===== src/rtl/branch_redirect_ctrl.sv =====
// Branch/jump redirect sequencer: captures an execute-stage redirect, hands it to
// fetch over valid/ready, flushes IF/ID and ID/EX until the new stream arrives.
module brc_sat_cnt #(
  parameter int W = 16
) (
  input  logic         clk,
  input  logic         rst_n,
  input  logic         i_clr,
  input  logic         i_inc,
  output logic [W-1:0] o_cnt
);
  logic [W-1:0] r_cnt;

  // Clear wins over a same-cycle increment; saturate instead of wrapping.
  always_ff @(posedge clk or negedge rst_n) begin
    if (!rst_n)                 r_cnt <= '0;
    else if (i_clr)             r_cnt <= '0;
    else if (i_inc && !(&r_cnt)) r_cnt <= r_cnt + W'(1);
  end

  assign o_cnt = r_cnt;
endmodule

module branch_redirect_ctrl #(
  parameter int PC_WIDTH     = 6,
  parameter int FLUSH_CYCLES = 2,
  parameter int CNT_WIDTH    = 16
) (
  input  logic                 clk,
  input  logic                 rst_n,
  input  logic                 ex_valid,
  input  logic                 select_new_pc,
  input  logic [PC_WIDTH-1:0]  new_pc,
  input  logic                 fetch_ready,
  input  logic                 clear_stats,
  output logic                 redirect_valid,
  output logic [PC_WIDTH-1:0]  redirect_pc,
  output logic                 flush_if_id,
  output logic                 flush_id_ex,
  output logic                 busy,
  output logic [CNT_WIDTH-1:0] taken_count,
  output logic [CNT_WIDTH-1:0] wait_count
);
  typedef enum logic [1:0] {
    S_IDLE  = 2'd0,
    S_PEND  = 2'd1,
    S_FLUSH = 2'd2
  } state_t;

  localparam int FLOAD_I = (FLUSH_CYCLES > 0) ? FLUSH_CYCLES - 1 : 0;
  localparam logic [3:0] FLOAD = 4'(FLOAD_I);

  state_t              r_state, w_state_nxt;
  logic [3:0]          r_flush_cnt;
  logic [PC_WIDTH-1:0] r_pc;
  logic                w_capture, w_hs, w_wait;

  assign w_capture = (r_state == S_IDLE) && ex_valid && select_new_pc;
  assign w_hs      = (r_state == S_PEND) && fetch_ready;
  assign w_wait    = (r_state == S_PEND) && !fetch_ready;

  always_ff @(posedge clk or negedge rst_n) begin
    if (!rst_n) r_state <= S_IDLE;
    else        r_state <= w_state_nxt;
  end

  always_comb begin
    w_state_nxt = r_state;
    case (r_state)
      S_IDLE:  if (w_capture) w_state_nxt = S_PEND;
      S_PEND:  if (w_hs) w_state_nxt = (FLUSH_CYCLES == 0) ? S_IDLE : S_FLUSH;
      S_FLUSH: if (r_flush_cnt == 4'd0) w_state_nxt = S_IDLE;
      default: w_state_nxt = S_IDLE;
    endcase
  end

  always_comb begin
    redirect_valid = 1'b0;
    flush_if_id    = 1'b0;
    flush_id_ex    = 1'b0;
    busy           = 1'b0;
    case (r_state)
      S_PEND: begin
        redirect_valid = 1'b1;
        flush_if_id    = 1'b1;
        flush_id_ex    = 1'b1;
        busy           = 1'b1;
      end
      S_FLUSH: begin
        flush_if_id = 1'b1;
        flush_id_ex = 1'b1;
        busy        = 1'b1;
      end
      default: ;
    endcase
  end

  // Counter is loaded with FLUSH_CYCLES-1 so FLUSH spans exactly FLUSH_CYCLES cycles.
  always_ff @(posedge clk or negedge rst_n) begin
    if (!rst_n)                                        r_flush_cnt <= 4'd0;
    else if (w_hs)                                     r_flush_cnt <= FLOAD;
    else if (r_state == S_FLUSH && r_flush_cnt != 4'd0) r_flush_cnt <= r_flush_cnt - 4'd1;
  end

  // Target is only written on capture; it deliberately survives the return to IDLE.
  always_ff @(posedge clk or negedge rst_n) begin
    if (!rst_n)         r_pc <= '0;
    else if (w_capture) r_pc <= new_pc;
  end

  assign redirect_pc = r_pc;

  brc_sat_cnt #(.W(CNT_WIDTH)) u_taken (
    .clk   (clk),
    .rst_n (rst_n),
    .i_clr (clear_stats),
    .i_inc (w_capture),
    .o_cnt (taken_count)
  );

  brc_sat_cnt #(.W(CNT_WIDTH)) u_wait (
    .clk   (clk),
    .rst_n (rst_n),
    .i_clr (clear_stats),
    .i_inc (w_wait),
    .o_cnt (wait_count)
  );
endmodule

===== config.mk =====
export PLATFORM = sky130hd
export DESIGN_NAME = branch_redirect_ctrl
export DESIGN_NICKNAME = d
export VERILOG_FILES = /design/src/rtl/branch_redirect_ctrl.sv
export SDC_FILE = /design/constraint.sdc
export NUM_CORES = 1
export LEC_CHECK = 0
export CORE_MARGIN = 3
export CORE_UTILIZATION = 47
export CTS_BUF_LIST = sky130_fd_sc_hd__clkbuf_4 sky130_fd_sc_hd__clkbuf_8
export CTS_CLUSTER_DIAMETER = 40
export DETAILED_ROUTE_END_ITERATION = 6
export PLACE_DENSITY = 0.9
export SETUP_SLACK_MARGIN = 0.02
export SYNTH_ARGS = -nofsm -noshare
export SYNTH_HDL_FRONTEND = slang
export SYNTH_SLANG_ARGS = --single-unit

===== constraint.sdc =====
create_clock -name clk -period 2 [get_ports clk]
set_input_delay 0.4 -clock clk [delete_from_list [all_inputs] [get_ports clk]]
set_output_delay 0.4 -clock clk [all_outputs]
set_load 0.005 [all_outputs]

==> run_results.csv <==
group,metric,value,unit
global_route,grt_max_degree,40,
yosys,seq_area_frac_synth,44.76,%
detailed_routing,detail-route-antenna-nets,0,
cts,cts_sinks,44,
layout,final_cell_mix,"clkdlybuf4s50_1, dfrtp_1, buf_4",
die,io_pins,54,
layout,diodes,0,
yosys,synthDistinctLibCells,45,
global_route,antenna_found_initial,0,
power,leakagePower,1.477,nW
sta,hold_ws,7.782,ps
yosys,syn_avg_cell_area,9.213,um^2
place,hpwl,4789,um
run_status,status,"complete, no violations",
sta,rsz0062_at_grt,"true",
global_route,grt_overflow,0,
layout,fin_cells,421,
cts,ctsHoldBuffers,0,
die,core-area,4880,um^2
yosys,syn-cell-area,2460,um^2
yosys,syn_inst,267,
place,dp.cells,410,
global_route,grt_use_total,22.74,%
cts,clk_pin_slew_worst_paths,90,ps
worst_setup_path,r2r_setup_slack,20,ps
power,ir_drop,0.6841,mV
sta,hold_violations,0,
worst_setup_path,cp_max_fo,8,
cts,htree_levels,2,
yosys,synth_edf_count,0,
die,start_util,50.41,%
detailed_routing,wl,7005,um
worst_setup_path,worstPathRequired,2160,ps
die,dieArea,6138,um^2
cts,cts_made_buffers,5,
power,power.density,713.1,nW/um^2
worst_setup_path,startpoint_type,"flip-flop",
global_route,grt_first_pass_wirelength,11220,um
sta,skew,7.603,ps
layout,layout_commonest_cell,"clkdlybuf4s50_1",
worst_setup_path,criticalPathCategory,"reg -> reg",
sta,fin_crit_sh,99.12,%
detailed_routing,drc,0,
cts,cts_tree,"built",
sta,setup_tns,0,ps
die,num_rows,25,
global_route,grt_pass1_vias,2439,
layout,nets,372,
worst_setup_path,cp.arrival,2140,ps
detailed_routing,drt_iter0_markers,145,
yosys,async_flop_share,100.0,%
yosys,synth_ff_type,"dfrtp_1",
yosys,synth_fp_nets,286,
place,port-buffer-count,53,
sta,drv_slew,0,
job,cap_viol_max_count,0,
die,die_y,78.35,um
sta,setup_viol,0,
cts,clk_path_buf_depth,2,
place,dp_slack,-255.2,ps
yosys,ys_seq_elements,44,
sta,timing.final.ws_setup,17.52,ps
yosys,yosys_warnings,0,
sta,fin_crit,1982,ps
detailed_routing,num_vias,2486,
sta,worst_slew_pin_slew,505.5,ps
sta,slew_headroom,66.30,%
layout,syn_to_final_growth,45.02,%
detailed_routing,vias_per_cell,5.905,
die,die_width,78.35,um
sta,clock.fmax,504.4,MHz
cts,root_buffer,"clkbuf_8",
detailed_routing,first_pass_iters,4,
cts,clk_latency,300,ps
layout,drive_above_1_share,23.45,%
hold_path,hold_class,"in -> async",
detailed_routing,wl_per_cell,16.64,um
worst_setup_path,crit_path_end_kind,"flip-flop",
place,gp_congestion,0.8933,
-- worst paths after layout --
kind	depth (start not counted)	startpoint	to
max in group asynchronous	2	rst_n	u_taken.o_cnt[14]
min in group clk	2	redirect_pc[2]	redirect_pc[2]
max	7	r_state[1]	u_taken.o_cnt[13]
min reg2reg	2	redirect_pc[2]	redirect_pc[2]
min	1	rst_n	u_wait.o_cnt[5]
max reg2reg	7	r_state[1]	u_taken.o_cnt[13]
-- synth_stat cells, types with 2 or more instances --
cell type / count / share of area [%]
nor2_1: 13 / 2.0
inv_1: 10 / 1.5
ha_1: 7 / 3.6
nand2_1: 31 / 4.7
mux2_2: 9 / 4.1
buf_2: 2 / 0.41
xnor2_1: 2 / 0.71
and3_1: 3 / 0.76
nand4_1: 13 / 3.3
and4_1: 2 / 0.71
a211oi_1: 3 / 0.92
o21ai_0: 13 / 2.6
a21oi_1: 27 / 5.5
o31ai_1: 6 / 1.8
clkbuf_1: 7 / 1.1
or3_2: 3 / 0.92
or4_1: 6 / 1.8
or3_1: 10 / 2.5
buf_4: 2 / 0.61
nand4_2: 2 / 1.0
nand3_1: 8 / 1.6
dfrtp_1: 44 / 45
nor2b_1: 8 / 2.0
nor3_1: 6 / 1.2
nor4_1: 8 / 2.0
a2111oi_0: 2 / 0.71
a311oi_1: 2 / 0.71
-- worst max-delay path, cell delays in order (launching register included) --
cell and delay [ps]:
dfrtp_1 410, inv_2 110, ha_4 180, nand3_4 90, or2_4 290, buf_6 140
o311ai_0 450, o31ai_1 150
-- cell type report --
cell class	instances	area, um^2
flip-flops and latches	44	1101
multi-input cells	201	1408
inverters	10	37.54
repair buffers	91	844.6
well taps	67	83.83
fillers	338	1313
clock buffers	6	82.58
clock inverters	2	10.01
-- routing by layer --
metal	routed length [um]	GRT usage [%]
met2	3516	39.13
met5	0	0
met1	2898	27.84
met4	129	8.217
met3	460	5.275
-- state kept, by name (all words and copies together) (netlist names) --
name	flops
u_taken.o_cnt	16
u_wait.o_cnt	16
redirect_pc	6
r_flush_cnt	4
r_state	2
-- what timing repair did --
item	CTS	global route
resized for setup	6	24
pin swaps	0	6
buffers inserted	1	2
endpoints found under the setup margin	9	17
-- power by group --
part | internal (mW) | total [mW] | switching (mW)
Clock | 0.276 | 0.594 | 0.318
Sequential | 1.01 | 1.09 | 0.0816
Combinational | 0.479 | 0.860 | 0.381
-- metrics by stage --
step                instance area [um^2]  util [%]  total power [mW]
CTS                                 3446     70.62             2.557
global placement                    3313     67.90             1.861
global route                        3567     73.10             2.678
floorplan                           2489         -             1.490
detailed placement                  3313     67.90             1.917
finish                              3567     73.10             2.544
-- cell families (layout without fill, tap and decap cells) --
logic type                 Yosys count  after routing  synth area share, %
and+or+nand+nor                    123            123                28.18
muxes                               10             10                4.527
xor gates and xnor gates             3              3                1.068
AOI/OAI and AO/OA                   58             58                14.09
DFF                                 44             44                44.76
buffers and inverters               22            109                3.815
adders and majority gates            7              7                3.560
(Power assumes the default switching activity.)
